`src/rtl/cdb_broadcaster.sv`:
```
// cdb_broadcaster: collects completed results from UNIT_NUM functional units.
// A round-robin arbiter picks one result per cycle, and a single holding register
// broadcasts it on the common data bus. The register file write port is driven
// with the resolved value in the same cycle.
//
// Ports:
//   clk, rst            clock, synchronous active-high reset
//   flush               drop held result, suppress grant and broadcast this cycle
//   cdb_stall           consumers cannot take a broadcast this cycle
//   unit_valid/ready    per-unit result handshake (ready is one-hot or zero)
//   unit_rsid/data/reg_en/reg_addr  packed per-unit result payloads
//   cdb_valid/rsid/data/unit        broadcast (all zero when not valid)
//   write_en/addr/is_rsid/data      register file write port (is_rsid tied 0)
//   perf_bcast_cnt, perf_conflict_cnt  only with CDB_PERF_CNT_EN defined
//
// Optional feature macro: CDB_PERF_CNT_EN (broadcast / contention counters).
module cdb_broadcaster #(
  parameter int unsigned UNIT_NUM       = 4,
  parameter int unsigned RSID_WIDTH     = 5,
  parameter int unsigned DATA_WIDTH     = 32,
  parameter int unsigned REG_ADDR_WIDTH = 5
) (
  input  logic                                clk,
  input  logic                                rst,
  input  logic                                flush,
  input  logic                                cdb_stall,
  input  logic [UNIT_NUM-1:0]                 unit_valid,
  output logic [UNIT_NUM-1:0]                 unit_ready,
  input  logic [UNIT_NUM*RSID_WIDTH-1:0]      unit_rsid,
  input  logic [UNIT_NUM*DATA_WIDTH-1:0]      unit_data,
  input  logic [UNIT_NUM-1:0]                 unit_reg_en,
  input  logic [UNIT_NUM*REG_ADDR_WIDTH-1:0]  unit_reg_addr,
  output logic                                cdb_valid,
  output logic [RSID_WIDTH-1:0]               cdb_rsid,
  output logic [DATA_WIDTH-1:0]               cdb_data,
  output logic [$clog2(UNIT_NUM)-1:0]         cdb_unit,
  output logic                                write_en,
  output logic [REG_ADDR_WIDTH-1:0]           write_addr,
  output logic                                write_is_rsid,
`ifdef CDB_PERF_CNT_EN
  output logic [31:0]                         perf_bcast_cnt,
  output logic [31:0]                         perf_conflict_cnt,
`endif
  output logic [DATA_WIDTH-1:0]               write_data
);

  localparam int unsigned UNIT_W = $clog2(UNIT_NUM);

  // Holding register and round-robin pointer
  logic                      hold_valid,    hold_valid_d;
  logic [RSID_WIDTH-1:0]     hold_rsid,     hold_rsid_d;
  logic [DATA_WIDTH-1:0]     hold_data,     hold_data_d;
  logic                      hold_reg_en,   hold_reg_en_d;
  logic [REG_ADDR_WIDTH-1:0] hold_reg_addr, hold_reg_addr_d;
  logic [UNIT_W-1:0]         hold_unit,     hold_unit_d;
  logic [UNIT_W-1:0]         rr_ptr,        rr_ptr_d;

  logic              can_accept;
  logic              grant_any;
  logic [UNIT_W-1:0] grant_idx;
  logic [UNIT_W:0]   cand;
  logic              bcast;

  // Round-robin search starting at rr_ptr; cand is one bit wider so the wrap is exact
  always_comb begin
    grant_any  = 1'b0;
    grant_idx  = '0;
    cand       = '0;
    can_accept = !hold_valid || !cdb_stall;
    if (!rst && !flush && can_accept) begin
      for (int k = 0; k < int'(UNIT_NUM); k++) begin
        cand = (UNIT_W+1)'(rr_ptr) + (UNIT_W+1)'(k);
        if (cand >= (UNIT_W+1)'(UNIT_NUM)) begin
          cand = cand - (UNIT_W+1)'(UNIT_NUM);
        end
        if (!grant_any && unit_valid[cand[UNIT_W-1:0]]) begin
          grant_any = 1'b1;
          grant_idx = cand[UNIT_W-1:0];
        end
      end
    end
  end

  assign unit_ready = grant_any ? (UNIT_NUM'(1) << grant_idx) : '0;

  // Next-state for the holding register: flush beats grant beats drain
  always_comb begin
    hold_valid_d    = hold_valid;
    hold_rsid_d     = hold_rsid;
    hold_data_d     = hold_data;
    hold_reg_en_d   = hold_reg_en;
    hold_reg_addr_d = hold_reg_addr;
    hold_unit_d     = hold_unit;
    rr_ptr_d        = rr_ptr;
    if (flush) begin
      hold_valid_d = 1'b0;
    end else if (grant_any) begin
      hold_valid_d    = 1'b1;
      hold_rsid_d     = unit_rsid[grant_idx*RSID_WIDTH +: RSID_WIDTH];
      hold_data_d     = unit_data[grant_idx*DATA_WIDTH +: DATA_WIDTH];
      hold_reg_en_d   = unit_reg_en[grant_idx];
      hold_reg_addr_d = unit_reg_addr[grant_idx*REG_ADDR_WIDTH +: REG_ADDR_WIDTH];
      hold_unit_d     = grant_idx;
      rr_ptr_d        = (grant_idx == UNIT_W'(UNIT_NUM - 1)) ? '0 : grant_idx + UNIT_W'(1);
    end else if (hold_valid && !cdb_stall) begin
      hold_valid_d = 1'b0;
    end
  end

  always_ff @(posedge clk) begin
    if (rst) begin
      hold_valid    <= 1'b0;
      hold_rsid     <= '0;
      hold_data     <= '0;
      hold_reg_en   <= 1'b0;
      hold_reg_addr <= '0;
      hold_unit     <= '0;
      rr_ptr        <= '0;
    end else begin
      hold_valid    <= hold_valid_d;
      hold_rsid     <= hold_rsid_d;
      hold_data     <= hold_data_d;
      hold_reg_en   <= hold_reg_en_d;
      hold_reg_addr <= hold_reg_addr_d;
      hold_unit     <= hold_unit_d;
      rr_ptr        <= rr_ptr_d;
    end
  end

  // Broadcast straight out of the holding register; every field zeroed when idle
  assign bcast         = hold_valid && !cdb_stall && !flush && !rst;
  assign cdb_valid     = bcast;
  assign cdb_rsid      = bcast ? hold_rsid : '0;
  assign cdb_data      = bcast ? hold_data : '0;
  assign cdb_unit      = bcast ? hold_unit : '0;
  assign write_en      = bcast && hold_reg_en && (hold_reg_addr != '0);
  assign write_addr    = bcast ? hold_reg_addr : '0;
  assign write_data    = bcast ? hold_data : '0;
  assign write_is_rsid = 1'b0;

`ifdef CDB_PERF_CNT_EN
  logic conflict;
  assign conflict = ($countones(unit_valid) >= 2) || ((|unit_valid) && !grant_any);

  // Free-running counters; flush does not clear them
  always_ff @(posedge clk) begin
    if (rst) begin
      perf_bcast_cnt    <= '0;
      perf_conflict_cnt <= '0;
    end else begin
      if (bcast)    perf_bcast_cnt    <= perf_bcast_cnt + 32'd1;
      if (conflict) perf_conflict_cnt <= perf_conflict_cnt + 32'd1;
    end
  end
`endif

endmodule

```
`config.mk`:
```
export PLATFORM = sky130hd
export DESIGN_NAME = cdb_broadcaster
export DESIGN_NICKNAME = d
export VERILOG_FILES = /design/src/rtl/cdb_broadcaster.sv
export SDC_FILE = /design/constraint.sdc
export NUM_CORES = 1
export LEC_CHECK = 0
export ABC_CLOCK_PERIOD_IN_PS = 4700
export BUFFER_PORTS_ARGS = -buffer_cell sky130_fd_sc_hd__buf_2
export CORE_ASPECT_RATIO = 0.8
export CORE_MARGIN = 4
export CORE_UTILIZATION = 35
export CTS_CLUSTER_SIZE = 12
export DETAILED_ROUTE_END_ITERATION = 7
export GPL_ROUTABILITY_DRIVEN = 0
export PLACE_DENSITY = 0.78
export REMOVE_ABC_BUFFERS = 1
export SLEW_MARGIN = 20
export SYNTH_ARGS = -nofsm -noshare
export SYNTH_HDL_FRONTEND = slang
export SYNTH_SLANG_ARGS = --single-unit
```
`constraint.sdc`:
```
create_clock -name clk -period 4.7 [get_ports clk]
set_input_delay 0.94 -clock clk [delete_from_list [all_inputs] [get_ports clk]]
set_output_delay 0.94 -clock clk [all_outputs]
set_load 0.01 [all_outputs]
```
Yosys cells after proc, flatten, opt, wreduce, memory -nomap -nowiden
Index checks and enable logic that the tools add are counted.
{"block": "op_classes", "add_sub_neg": 8, "mul": 1, "order_cmp": 9, "eq_ne": 1, "shift": 4, "n_mux": 39, "n_bitwise": 1, "reduce_logical": 22}
{"cell": "indexed part select 128 x 8 -> 32 bit", "n": 1}
{"cell": "indexed part select 20 x 6 -> 5 bit", "n": 2}
{"cell": "2-to-1 mux 32 bit", "n": 1}
{"cell": "2-to-1 mux 2 bit", "n": 15}
{"cell": "less-than comparator 2 x 3 -> 1 bit, second input constant", "n": 5}
{"cell": "2-to-1 mux 1 bit", "n": 15}
{"cell": "binary-select mux 1 bit (select 2 bit)", "n": 5}
{"cell": "logical AND 1 bit", "n": 10}
{"cell": "2-to-1 mux 5 bit", "n": 2}
{"cell": "greater-or-equal comparator 3 bit, second input constant", "n": 3}
{"cell": "subtractor 2 x 1 -> 2 bit, second input constant", "n": 4}
{"cell": "zero test 1 bit", "n": 7}
{"cell": "adder 2 x 2 -> 3 bit, second input constant", "n": 2}
{"cell": "multiplier 2 x 3 -> 5 bit, second input constant", "n": 1}
{"cell": "nonzero test 5 bit", "n": 1}
{"cell": "2-to-1 mux 4 bit", "n": 1}
{"cell": "left shift 1 x 2 -> 4 bit, first input constant", "n": 1}
{"cell": "adder 2 x 1 -> 3 bit, second input constant", "n": 1}
{"cell": "greater-or-equal comparator 2 x 3 -> 1 bit, second input constant", "n": 1}
{"cell": "adder 2 x 1 -> 2 bit, second input constant", "n": 1}
{"cell": "== test 2 bit, second input constant", "n": 1}
{"cell": "AND reduction 2 bit", "n": 1}
{"cell": "nonzero test 2 bit", "n": 1}
{"cell": "OR reduction 2 bit", "n": 1}
{"cell": "2 further kinds", "n": 2}
{"block": "word_totals", "reg_bits": 48, "inputBits": 180, "output_inout_bits": 83, "elab_cells": 92}

Longest topological paths before layout
{"block": "depth", "depth_word": 22, "depth_mapped": 10, "depth_no_buf": 8}

Worst setup path before layout
OpenSTA, ideal clock, no wires.
{"block": "synth_timing", "kind": "input -> output", "start": "in unit_valid[2]", "end": "out unit_ready[0]", "t_arrival_ps": 2219, "required_ps": 3760, "slack_ps": 1541, "path_stages": 9, "n_path_buf": 2, "path_cell_list": "nor2b_1 -> o21ai_1 -> nand3_2 -> buf_6 -> buf_6 -> nor2_2 -> inv_2 -> ha_1 -> and2_1"}
{"block": "synth_via", "elab_chain_len": 18}
{"item": "start, declared", "line_no": "27", "rtl": "input logic [UNIT_NUM-1:0] unit_valid,"}
{"item": "binary-select mux 1 bit (select 2 bit)", "line_no": "76", "rtl": "if (!grant_any && unit_valid[cand[UNIT_W-1:0]]) begin"}
{"item": "2-to-1 mux 1 bit (implied by the code)", "line_no": "76"}
{"item": "2-to-1 mux 1 bit", "line_no": "76"}
{"item": "2-to-1 mux 1 bit", "line_no": "70", "rtl": "if (!rst && !flush && can_accept) begin"}
{"item": "zero test 1 bit", "line_no": "76"}
{"item": "logical AND 1 bit", "line_no": "76"}
{"item": "2-to-1 mux 1 bit", "line_no": "76"}
{"item": "2-to-1 mux 1 bit", "line_no": "70"}
{"item": "[2 not listed]"}
{"item": "2-to-1 mux 1 bit", "line_no": "76"}
{"item": "2-to-1 mux 1 bit", "line_no": "70"}
{"item": "zero test 1 bit", "line_no": "76"}
{"item": "logical AND 1 bit", "line_no": "76"}
{"item": "2-to-1 mux 2 bit", "line_no": "76"}
{"item": "2-to-1 mux 2 bit", "line_no": "70"}
{"item": "left shift 1 x 2 -> 4 bit", "line_no": "84", "rtl": "assign unit_ready = grant_any ? (UNIT_NUM'(1) << grant_idx) : '0;"}
{"item": "2-to-1 mux 4 bit *", "line_no": "84"}
{"item": "end, declared", "line_no": "28", "rtl": "output logic [UNIT_NUM-1:0] unit_ready,"}
Mark *: on every way between the ends. The rest lies on a longest branch, timed or not. The select of a mux whose other input is x is not followed.

Worst setup path after layout
{"block": "layout_timing", "start": "in rst", "end": "out unit_ready[1]"}
{"block": "layout_via", "elab_chain_len": 6}
{"item": "start, declared", "line_no": "24", "rtl": "input logic rst,"}
{"item": "zero test 1 bit *", "line_no": "70"}
{"item": "logical AND 1 bit * (2 in series)", "line_no": "70"}
{"item": "2-to-1 mux 2 bit", "line_no": "70"}
{"item": "left shift 1 x 2 -> 4 bit", "line_no": "84"}
{"item": "2-to-1 mux 4 bit *", "line_no": "84"}
Mark *: on every way between the ends. The rest lies on a longest branch, timed or not.

==> impl_results.md <==
- Clock Power Share: 31.3%
- Synthesized flop and latch total: 48
- Seq pwr share: 38.9%
- Final Max Slew Viols: 0
- Min-delay src: hold_unit[1]
- Cell count after synthesis: roughly 430
- TritonRoute pass-1 iters: 4
- Post-route ant nets: 0
- Synth-to-layout area growth: 29.9%
- Synth Area in Simple Gates: 16.7%
- Max Clk Rate: 285 MHz
- Worst stage delay on the critical path: roughly 0.56 ns
- PwrDens: ~210 nW/um^2
- Critical path class: in -> out
- Startpoint Class: input port
- Root buf cell: clkbuf_16
- XOR/XNOR Fraction of Synth Area: 0%
- Initial antenna violation count: 1
- Largest net degree at the start of global routing: 48
- Setup bufs post-CTS: 0
- Crit path top cell by count: buf_2
- Global route overflow: 0
- Hold crit path type: reg -> reg
- Ant diodes: 0
- Yosys warnings: 0
- Switch share: a little under a third
- Synth async-reset ratio: 0%
- Adder and majority gate portion of the synthesized area: less than 1%
- Post-synthesis sequential area ratio: between 20% and 30%
- Critical-path top delay cell: buf_4
- Post-synthesis mux area share: between 10% and 20%
- Core Area: between 10000 and 15000 um^2
- Rows: 35
- Most common cell after layout, fill and taps aside: buf_2
- Cts repair resizes: 0
- Critical register-to-register path startpoint: rr_ptr[0]
- Endpoints failing setup: 0
- Critical path fanouts, max: 44
- Slew @ Worst Pin: ~0.81 ns
- Synth unique cells: 35
- Clock sink count: 48
- Combinational share of power: about 30%
- Crit path required time: roughly 3.8 ns
- Largest family of logic cells by synthesized area: compound AO/OA/AOI/OAI gates
- Number of global-route vias before repair: about 4000
- Dpl hpwl: roughly 9.5 mm
- Die H: 106 um
- Outcome: finished clean
- IO Count: 263
- Min Clock Period, post-route: 3.50 ns
- Setup_tns: 0 ns
- First-pass GRT wire length: approximately 19 mm
- Relative slew margins: 45.7%
- Via/cell ratio: between 5 and 6
- Critical path endpoint category: primary output
- Sw Pwr: 357 uW
- PortBufs: ~260
- CTS Buf Count: 5
- Routed wire per std cell: 16.2 um
- Max-cap violations: 0
- Final hold violations: 0
- Residual DRC count: 0
- Ys flop type: dfxtp_1
- Post-synth EDFFs: 0
- Commonest cells after routing, fill and taps aside: buf_2, and2_1, dfxtp_1, mux2i_1, o21bai_1
- Cell Chain, Critical Path: buf_2 > a211oi_2 > and3_2 > buf_4 > nor2_1 > buf_2
- Hold Slack: around 0.45 ns
- Initial DRC count: 99
- Starting density of the core: between 30 and 40%
- Via count: between 3000 and 4000
- Share of cells above drive strength 1: ~59%
- RSZ-0062 raised after global routing: no
- Chip width: approximately 130 um
- Hold-fix buffers, CTS: 0
- Die area: between 10000 and 15000 um^2
- H-tree Lvls: 2
- CTS tree: done
- Compound-Gate Fraction of Synth Area: between 30% and 40%
- Clk slew on worst S/H paths: roughly 0.07 ns
- Setup crit start: rst
- Setup Skew: 0.00847 ns
- Worst skew pair latency: 0.29 ns
- Max clock buf depth: 2
- Syn Area/Cell: a little under 10 um^2
- GRT Total Usage: about 17%
- Nets: a little over 800
- Cell area after synthesis: 4170 um^2
- Crit path DAT: ~2.6 ns
- Leakage: ~0.0028 uW
- Period Utilization, post-route: between 70% and 80%
- Max rail drop VDD: 104 uV
- Pint: 806 uW
- Total Wirelength: ~13 mm
-- synth_stat cells, types with 2 or more instances --
cell / number / area [um^2]
nor2b_1: 3 / 18.8
buf_4: 40 / 300
nor2_1: 5 / 18.8
a221oi_2: 39 / 586
a211oi_2: 41 / 513
and2_1: 88 / 551
o21bai_1: 43 / 323
a21o_1: 3 / 22.5
a21oi_1: 3 / 15.0
a221oi_1: 3 / 26.3
nand2b_1: 2 / 12.5
inv_1: 3 / 11.3
a211oi_1: 4 / 30.0
nand2_1: 7 / 26.3
buf_2: 13 / 65.1
buf_6: 6 / 67.6
dfxtp_1: 48 / 961
mux2i_1: 43 / 430
clkbuf_1: 16 / 60.1
-- metal layers --
metal	wire length, um	share of wire, %	global-route usage (%)
met1	5200	41	20.1
met2	6120	48	30.2
met4	89	0.70	2.60
met3	1210	9.6	5.37
met5	11	0.087	0
-- registers in the layout, indices dropped and copies added, names as in the netlist --
signal,count
hold_reg_en,1
hold_valid,1
rr_ptr,2
hold_reg_addr,5
hold_rsid,5
hold_unit,2
hold_data,32
-- worst max-delay path, delay by kind of cell --
kind	cells	cell delay, ns
buffers and inverters	3	0.99
AND/OR/NAND/NOR	2	0.33
AO/OA/AOI/OAI	1	0.29
-- stage by stage --
step	power (uW)	setup WS (ns)	utilization, %	instance area, um^2	instances
floorplan	678	-0.574	-	3680	351
global placement	804	1.19	45.5	5280	770
detailed placement	809	1.20	45.5	5280	770
CTS	1190	1.18	46.7	5420	778
global route	1230	1.08	46.7	5420	778
finish	1160	1.20	46.7	5420	778
-- power groups by stage --
stage	combinational [uW]	clock (uW)	sequential, uW
final	347	364	452
after global routing	379	398	456
after CTS	351	384	452
after detailed placement	348	0	461
after global placement	344	0	460
after floorplan	222	0	456
-- kinds of logic after synthesis --
kind of cell	count (synthesis)
AO/OA/AOI/OAI	141
AND/OR/NAND/NOR	113
buffers and inverters	79
flip-flops	48
multiplexers	43
adder cells (fa/ha/maj)	1
other	1
-- layout make-up --
type                       count  area (um^2)
clock buffer                   6          139
clock inverter                 2         10.0
fill                        1121         6180
inverter                       4         15.0
multi-input combinational    299         2730
sequential                    48          961
tap                          148          185
timing repair buffer         271         1380
-- path summary, 6_finish.rpt --
path	endpoint	slack [ns]	cells after the start
hold reg to reg	hold_unit[1]	0.45	2
setup / recovery	unit_ready[1]	1.20	6
hold / removal	hold_unit[1]	0.45	2
setup reg to reg	hold_data[17]	2.54	6
No activity file was read; power rests on OpenSTA's default activity.
